==> src/rtl/adc_axi_mc_pkg.sv <==
// adc_axi_mc shared definitions: register offsets, response codes,
// STATUS bit positions and FIFO-entry field layout.
package adc_axi_mc_pkg;

    localparam logic [7:0] ADDR_CTRL   = 8'h00;
    localparam logic [7:0] ADDR_STATUS = 8'h04;
    localparam logic [7:0] ADDR_FIFO   = 8'h08;
    localparam logic [7:0] ADDR_LAST   = 8'h10;

    localparam logic [1:0] RESP_OKAY   = 2'b00;
    localparam logic [1:0] RESP_SLVERR = 2'b10;

    localparam int ST_EMPTY   = 0;
    localparam int ST_FULL    = 1;
    localparam int ST_OVR     = 2;
    localparam int ST_CNT_LSB = 8;

    localparam int FE_VALID  = 31;
    localparam int FE_CH_LSB = 16;
    localparam int FE_CH_W   = 3;

    localparam int CTRL_IRQ_EN = 31;
    localparam int LAST_NEW    = 31;

    // Byte offset of the LAST register belonging to channel c.
    function automatic logic [7:0] last_addr(input int c);
        return ADDR_LAST + 8'(4 * c);
    endfunction

endpackage

==> src/rtl/adc_axi_mc_fifo.sv <==
// Sample FIFO: power-of-two depth, wrapping pointers, occupancy count.
// Push and pop in the same cycle succeed even when full.
module adc_axi_mc_fifo #(
    parameter int width = 32,
    parameter int DEPTH = 8
) (
    input  logic                     clk_i,
    input  logic                     rst_ni,
    input  logic                     push_i,
    input  logic [width-1:0]         data_i,
    input  logic                     pop_i,
    output logic [width-1:0]         data_o,
    output logic                     full_o,
    output logic                     empty_o,
    output logic [$clog2(DEPTH):0]   count_o
);

    localparam int AW = $clog2(DEPTH);

    logic [AW-1:0]    wptr_q, rptr_q;
    logic [AW:0]      count_q;
    logic [width-1:0] mem_q [DEPTH];
    logic             do_push, do_pop;

    assign empty_o = (count_q == '0);
    assign full_o  = (count_q == (AW+1)'(DEPTH));
    assign do_pop  = pop_i & ~empty_o;
    assign do_push = push_i & (~full_o | do_pop);
    assign data_o  = mem_q[rptr_q];
    assign count_o = count_q;

    // Pointer and occupancy bookkeeping.
    always_ff @(posedge clk_i or negedge rst_ni) begin
        if (!rst_ni) begin
            wptr_q  <= '0;
            rptr_q  <= '0;
            count_q <= '0;
        end else begin
            if (do_push) wptr_q <= wptr_q + 1'b1;
            if (do_pop)  rptr_q <= rptr_q + 1'b1;
            count_q <= count_q + (AW+1)'(do_push) - (AW+1)'(do_pop);
        end
    end

    // Storage array; contents need no reset.
    always_ff @(posedge clk_i) begin
        if (do_push) mem_q[wptr_q] <= data_i;
    end

endmodule

==> src/rtl/adc_axi_mc.sv <==
// Multi-channel ADC capture with AXI4-Lite register access.
// Define ADC_AXI_MC_FIFO_EN to add the sample FIFO, arbiter and IRQ.
import adc_axi_mc_pkg::*;

module adc_axi_mc #(
    parameter int sword    = 32,
    parameter int CHANNELS = 4,
    parameter int ADC_BITS = 10,
    parameter int DEPTH    = 8
) (
    input  logic                         CLK,
    input  logic                         RST,
    input  logic [CHANNELS-1:0]          ADC_BUSY,
    input  logic [CHANNELS*ADC_BITS-1:0] ADC_DATA,
    input  logic                         AWVALID,
    output logic                         AWREADY,
    input  logic [sword-1:0]             AWADDR,
    input  logic                         WVALID,
    output logic                         WREADY,
    input  logic [sword-1:0]             WDATA,
    input  logic [sword/8-1:0]           WSTRB,
    output logic                         BVALID,
    input  logic                         BREADY,
    output logic [1:0]                   BRESP,
    input  logic                         ARVALID,
    output logic                         ARREADY,
    input  logic [sword-1:0]             ARADDR,
    output logic                         RVALID,
    input  logic                         RREADY,
    output logic [sword-1:0]             RDATA,
    output logic [1:0]                   RRESP,
    output logic                         IRQ
);

    logic [CHANNELS-1:0] s1_q, s2_q, s3_q, fall;
    logic [CHANNELS-1:0] enable_q, new_q, new_d, rd_clr;
    logic [ADC_BITS-1:0] last_q [CHANNELS];
    logic                irq_en_q, ovr_q, ovr_d, ovr_set, ovr_clr;
    logic                awready_q, bvalid_q, arready_q, rvalid_q;
    logic [1:0]          bresp_q, rresp_q;
    logic [sword-1:0]    rdata_q, rdata_d, status;
    logic                wr_hs, ar_hs, wr_ctrl, wr_stat, wr_err;
    logic                rd_err, rd_pop;
    logic                unused_ok;

    assign fall    = s3_q & ~s2_q & enable_q;
    assign wr_hs   = awready_q & AWVALID & WVALID;
    assign ar_hs   = arready_q & ARVALID;
    assign wr_ctrl = wr_hs & (AWADDR[7:0] == ADDR_CTRL);
    assign wr_stat = wr_hs & (AWADDR[7:0] == ADDR_STATUS);
    assign wr_err  = ~(AWADDR[7:0] == ADDR_CTRL ||
                       AWADDR[7:0] == ADDR_STATUS);
    assign ovr_clr = wr_stat & WSTRB[0] & WDATA[ST_OVR];
    assign ovr_d   = ovr_set | (ovr_q & ~ovr_clr);
    assign new_d   = fall | (new_q & ~(rd_clr & {CHANNELS{ar_hs}}));

    assign AWREADY = awready_q;
    assign WREADY  = awready_q;
    assign BVALID  = bvalid_q;
    assign BRESP   = bresp_q;
    assign ARREADY = arready_q;
    assign RVALID  = rvalid_q;
    assign RDATA   = rdata_q;
    assign RRESP   = rresp_q;

    assign unused_ok = ^{AWADDR, ARADDR, WDATA, WSTRB};

`ifdef ADC_AXI_MC_FIFO_EN
    logic [CHANNELS-1:0]    pending_q, pending_d, grant;
    logic [sword-1:0]       push_entry, f_data;
    logic                   f_full, f_empty, f_push, f_pop;
    logic [$clog2(DEPTH):0] f_count;

    assign f_push    = |grant;
    assign f_pop     = ar_hs & rd_pop;
    assign pending_d = (pending_q & ~grant) | fall;
    assign ovr_set   = |(fall & pending_q & ~grant) |
                       (f_push & f_full & ~f_pop);
    assign IRQ       = irq_en_q & ~f_empty;

    // Fixed-priority pick of the lowest pending channel.
    always_comb begin
        grant      = '0;
        push_entry = '0;
        for (int c = CHANNELS - 1; c >= 0; c--) begin
            if (pending_q[c]) begin
                grant      = '0;
                grant[c]   = 1'b1;
                push_entry = '0;
                push_entry[FE_VALID] = 1'b1;
                push_entry[FE_CH_LSB +: FE_CH_W] = FE_CH_W'(c);
                push_entry[ADC_BITS-1:0] = last_q[c];
            end
        end
    end

    // STATUS view with FIFO occupancy.
    always_comb begin
        status = '0;
        status[ST_CNT_LSB +: 8] = 8'(f_count);
        status[ST_OVR]   = ovr_q;
        status[ST_FULL]  = f_full;
        status[ST_EMPTY] = f_empty;
    end

    // Pending flags waiting for a FIFO slot.
    always_ff @(posedge CLK or negedge RST) begin
        if (!RST) pending_q <= '0;
        else      pending_q <= pending_d;
    end

    adc_axi_mc_fifo #(
        .width (sword),
        .DEPTH (DEPTH)
    ) u_fifo (
        .clk_i   (CLK),
        .rst_ni  (RST),
        .push_i  (f_push),
        .data_i  (push_entry),
        .pop_i   (f_pop),
        .data_o  (f_data),
        .full_o  (f_full),
        .empty_o (f_empty),
        .count_o (f_count)
    );
`else
    assign ovr_set = |(fall & new_q);
    assign IRQ     = 1'b0;

    // STATUS view without FIFO: always empty.
    always_comb begin
        status = '0;
        status[ST_OVR]   = ovr_q;
        status[ST_EMPTY] = 1'b1;
    end
`endif

    // Read decode: data, error flag and read side effects.
    always_comb begin
        rdata_d = '0;
        rd_err  = 1'b0;
        rd_clr  = '0;
        rd_pop  = 1'b0;
        if (ARADDR[7:0] == ADDR_CTRL) begin
            rdata_d[CTRL_IRQ_EN]    = irq_en_q;
            rdata_d[CHANNELS-1:0]   = enable_q;
        end else if (ARADDR[7:0] == ADDR_STATUS) begin
            rdata_d = status;
        end else if (ARADDR[7:0] == ADDR_FIFO) begin
`ifdef ADC_AXI_MC_FIFO_EN
            rd_pop  = ~f_empty;
            rdata_d = f_empty ? '0 : f_data;
`else
            rd_err  = 1'b1;
`endif
        end else begin
            rd_err = 1'b1;
            for (int c = 0; c < CHANNELS; c++) begin
                if (ARADDR[7:0] == last_addr(c)) begin
                    rd_err    = 1'b0;
                    rd_clr[c] = 1'b1;
                    rdata_d[LAST_NEW]       = new_q[c];
                    rdata_d[ADC_BITS-1:0]   = last_q[c];
                end
            end
        end
    end

    // Busy synchronisers, preset so reset release is edge-free.
    always_ff @(posedge CLK or negedge RST) begin
        if (!RST) begin
            s1_q <= '1;
            s2_q <= '1;
            s3_q <= '1;
        end else begin
            s1_q <= ADC_BUSY;
            s2_q <= s1_q;
            s3_q <= s2_q;
        end
    end

    // Sample capture, NEW flags, control and overrun.
    always_ff @(posedge CLK or negedge RST) begin
        if (!RST) begin
            for (int c = 0; c < CHANNELS; c++) last_q[c] <= '0;
            new_q    <= '0;
            enable_q <= '1;
            irq_en_q <= 1'b0;
            ovr_q    <= 1'b0;
        end else begin
            for (int c = 0; c < CHANNELS; c++) begin
                if (fall[c])
                    last_q[c] <= ADC_DATA[c*ADC_BITS +: ADC_BITS];
            end
            new_q <= new_d;
            ovr_q <= ovr_d;
            if (wr_ctrl && WSTRB[0]) enable_q <= WDATA[CHANNELS-1:0];
            if (wr_ctrl && WSTRB[3]) irq_en_q <= WDATA[CTRL_IRQ_EN];
        end
    end

    // AXI write handshake and response.
    always_ff @(posedge CLK or negedge RST) begin
        if (!RST) begin
            awready_q <= 1'b0;
            bvalid_q  <= 1'b0;
            bresp_q   <= RESP_OKAY;
        end else begin
            awready_q <= AWVALID & WVALID & ~bvalid_q & ~awready_q;
            if (wr_hs) begin
                bvalid_q <= 1'b1;
                bresp_q  <= wr_err ? RESP_SLVERR : RESP_OKAY;
            end else if (BREADY) begin
                bvalid_q <= 1'b0;
            end
        end
    end

    // AXI read handshake and registered response.
    always_ff @(posedge CLK or negedge RST) begin
        if (!RST) begin
            arready_q <= 1'b0;
            rvalid_q  <= 1'b0;
            rdata_q   <= '0;
            rresp_q   <= RESP_OKAY;
        end else begin
            arready_q <= ARVALID & ~rvalid_q & ~arready_q;
            if (ar_hs) begin
                rvalid_q <= 1'b1;
                rdata_q  <= rdata_d;
                rresp_q  <= rd_err ? RESP_SLVERR : RESP_OKAY;
            end else if (RREADY) begin
                rvalid_q <= 1'b0;
            end
        end
    end

endmodule
==> config.mk <==
export PLATFORM = sky130hd
export DESIGN_NAME = adc_axi_mc
export DESIGN_NICKNAME = d
export VERILOG_FILES = /design/src/rtl/adc_axi_mc_pkg.sv /design/src/rtl/adc_axi_mc_fifo.sv /design/src/rtl/adc_axi_mc.sv
export SDC_FILE = /design/constraint.sdc
export NUM_CORES = 1
export LEC_CHECK = 0
export ABC_AREA = 1
export CAP_MARGIN = 30
export CORE_MARGIN = 1.5
export CORE_UTILIZATION = 30
export CTS_CLUSTER_SIZE = 20
export DETAILED_ROUTE_END_ITERATION = 7
export PLACE_DENSITY = 0.72
export SLEW_MARGIN = 20
export SYNTH_ARGS = -nofsm -noshare
export SYNTH_HDL_FRONTEND = slang
export SYNTH_SLANG_ARGS = --single-unit
==> constraint.sdc <==
create_clock -name CLK -period 1.8 [get_ports CLK]
set_clock_uncertainty 0.15 [all_clocks]
set_input_delay 0.36 -clock CLK [delete_from_list [all_inputs] [get_ports CLK]]
set_output_delay 0.36 -clock CLK [all_outputs]
set_load 0.03 [all_outputs]
==> metrics <==
nets@finish 666; total core area 12100 um2; top_reg_cell synth dfrtp_1; net load switching power between 1000 and 1500 uW; hold slack 204 ps; die footprint 13100 um2; status finished, final reports clean; initial antenna violation count 0; Starting Density 0.309; vias in the first global route 3180; top routing layer used met4; met2 wire length 4.65 mm; number of fill cells in the layout 1139; power per cell area approximately 890 nW/um2; Die Ht 114 um; Met3 Routed Length 324 um; Critical Path Start ARADDR[3]; register area 2000 um2; CP required 1870 ps; ys async rst share 1.00; unrepaired setup endpoints after global routing false; multi-input logic area 1370 um2; Cell Count, Final, Fillers Out between 600 and 700; commonest non-fill, non-tap cell in the layout clkdlybuf4s50_1; synthesized flop and latch total 79; CP Class in -> reg; Mean Syn Cell Area 9.26 um2; # IOs 193; final WL 9.27 mm; Routed WL per cell 13.5 um; minimum clock period 1660 ps; peak supply drop 369 uV; DRT iter0 DRCs between 100 and 150; antenna-violating nets left 0; WHS Path Cells 0; setup violators final 0; RR Startpoint enable_q[2]$_DFFE_PN1P_; CTS H-tree depth 3; final hold violations 0; HPWL after DPL between 7 and 8 mm; hold wc startpoint s1_q[1]$_DFF_PN1_; Post-Place Cells 669; DRC 0; setup ws final 138 ps; TritonCTS clock tree yes; Seq pwr share 0.435; Worst Path Arrival 1730 ps; GRT overflow 0; gpl congestion 0.865; area grow syn2layout 40.0%; Antenna Cells 0; CTS Buffer Depth 2; Worst Setup End Kind register; Finished Cell Area between 5000 and 6000 um2; worst-path fanout max 6; max-slew violations 0; sequential area share after synthesis 0.536; DR vias/cell between 4 and 5; FF-to-FF path depth 4; worst skew pair latency roughly 330 ps; Sink Count 79; global-route wire length before repair 15.0 mm; Worst Hold Class reg -> reg; Leakage 0.00248 uW; Post-synth EDFFs 0; pin count of the biggest net entering global routing 29; Comb pwr share 0.150; MaxCap Viol Count 0; Clock Power Share 0.415; commonest non-fill, non-tap cells in the layout clkdlybuf4s50_1, dfrtp_1, nand2_1; Peak Freq 602 MHz; layout cells sized above 1 0.179; die width 114 um; Clk pin slew, worst setup/hold paths around 60 ps; row cnt 40; Int Power 3470 uW; Syn Inst Count 402; wl on met1 4.07 mm; Ys Warns 0; Sw Share 0.250; number of distinct library cells after synthesis 29; total global-route track usage 0.149; CTS Buf Count 9; vias after detailed routing between 3000 and 4000; Startpoint Class primary input; Placed Area 4870 um2; drt pass-1 iters 4; synthesized area 3720 um2; period utilization 0.923; CTS root buf clkbuf_16; IO buf count 91; worst slack at placement -198 ps
-- kinds of logic after synthesis --
group,share of synthesized area
AO/OA/AOI/OAI,0.0921
buffers and inverters,0.120
flip-flops,0.536
multiplexers,0.0575
other,0.00101
AND/OR/NAND/NOR,0.194
-- critical path: stages --
cell             delay [ps]
clkdlybuf4s50_1         510
nand2_1                  80
nor2_2                  250
buf_4                   190
buf_12                  100
nand3_1                  70
nand3_1                 100
o21ai_1                  70
-- layout make-up --
cell class / instances / area share
inverters: 45 / 0.0324
flip-flops and latches: 79 / 0.383
multi-input cells: 263 / 0.263
well taps: 168 / 0.0403
clock inverters: 3 / 0.00312
repair buffers: 117 / 0.217
clock buffers: 13 / 0.0602
-- synthesized netlist by cell type (all sizes together), types with 2 or more instances --
library cell / n / area, um2
a21oi: 29 / 145
buf: 36 / 269
clkbuf: 2 / 7.51
dfrtp: 63 / 1580
dfstp: 16 / 420
inv: 45 / 169
mux2: 19 / 214
nand2: 59 / 241
nand3: 43 / 215
nand3b: 5 / 37.5
nor2: 44 / 209
o21ai: 31 / 155
o22ai: 3 / 18.8
-- sequential cells by signal (all words and copies together) (netlist names) --
signal / cells
new_q: 4
ARREADY: 1
last_q: 40
AWREADY: 1
enable_q: 4
s1_q: 4
ovr_q: 1
BVALID: 1
RVALID: 1
s2_q: 4
s3_q: 4
BRESP: 1
RRESP: 1
irq_en_q: 1
RDATA: 11
-- repair_timing --
action	CTS	global route
pin swaps	0	1
hold buffers	1	0
setup endpoints to repair	18	2
hold endpoints to repair	22	0
resized for setup	18	1
buffers inserted	0	2
cloned	0	0
-- worst paths after layout --
path / to / slack, ps
setup / recovery: RDATA[8]$_DFFE_PN0P_ / 140
hold / removal: s2_q[1]$_DFF_PN1_ / 200
setup reg to reg: last_q[16]$_DFFE_PN0P_ / 250
hold reg to reg: s2_q[1]$_DFF_PN1_ / 200
max in group asynchronous: s3_q[0]$_DFF_PN1_ / 610
min in group asynchronous: last_q[35]$_DFFE_PN0P_ / 350
-- through the flow --
stage	total power [uW]	utilization	TNS (ps)
after floorplan	2420	-	0
after global routing	4810	0.432	0
after CTS	4660	0.430	0
after detailed placement	2760	0.404	-2360
final	4620	0.432	0
after global placement	2740	0.404	-2060
-- power by group through the flow --
| stage | registers [uW] | logic, uW | clock network [uW] |
|---|---|---|---|
| floorplan | 2100 | 315 | 0 |
| global placement | 2030 | 711 | 0 |
| detailed placement | 2040 | 725 | 0 |
| CTS | 2010 | 698 | 1960 |
| global route | 2020 | 757 | 2030 |
| finish | 2010 | 694 | 1920 |
-- metal layers --
metal | vias up | global-route usage
met3 | 15 | 0.0238
met2 | 86 | 0.259
met1 | 1479 | 0.176
met5 | - | 0
li1 | 1488 | -
met4 | 0 | 0.0808
Note: power is estimated with default switching activity, not from simulation.
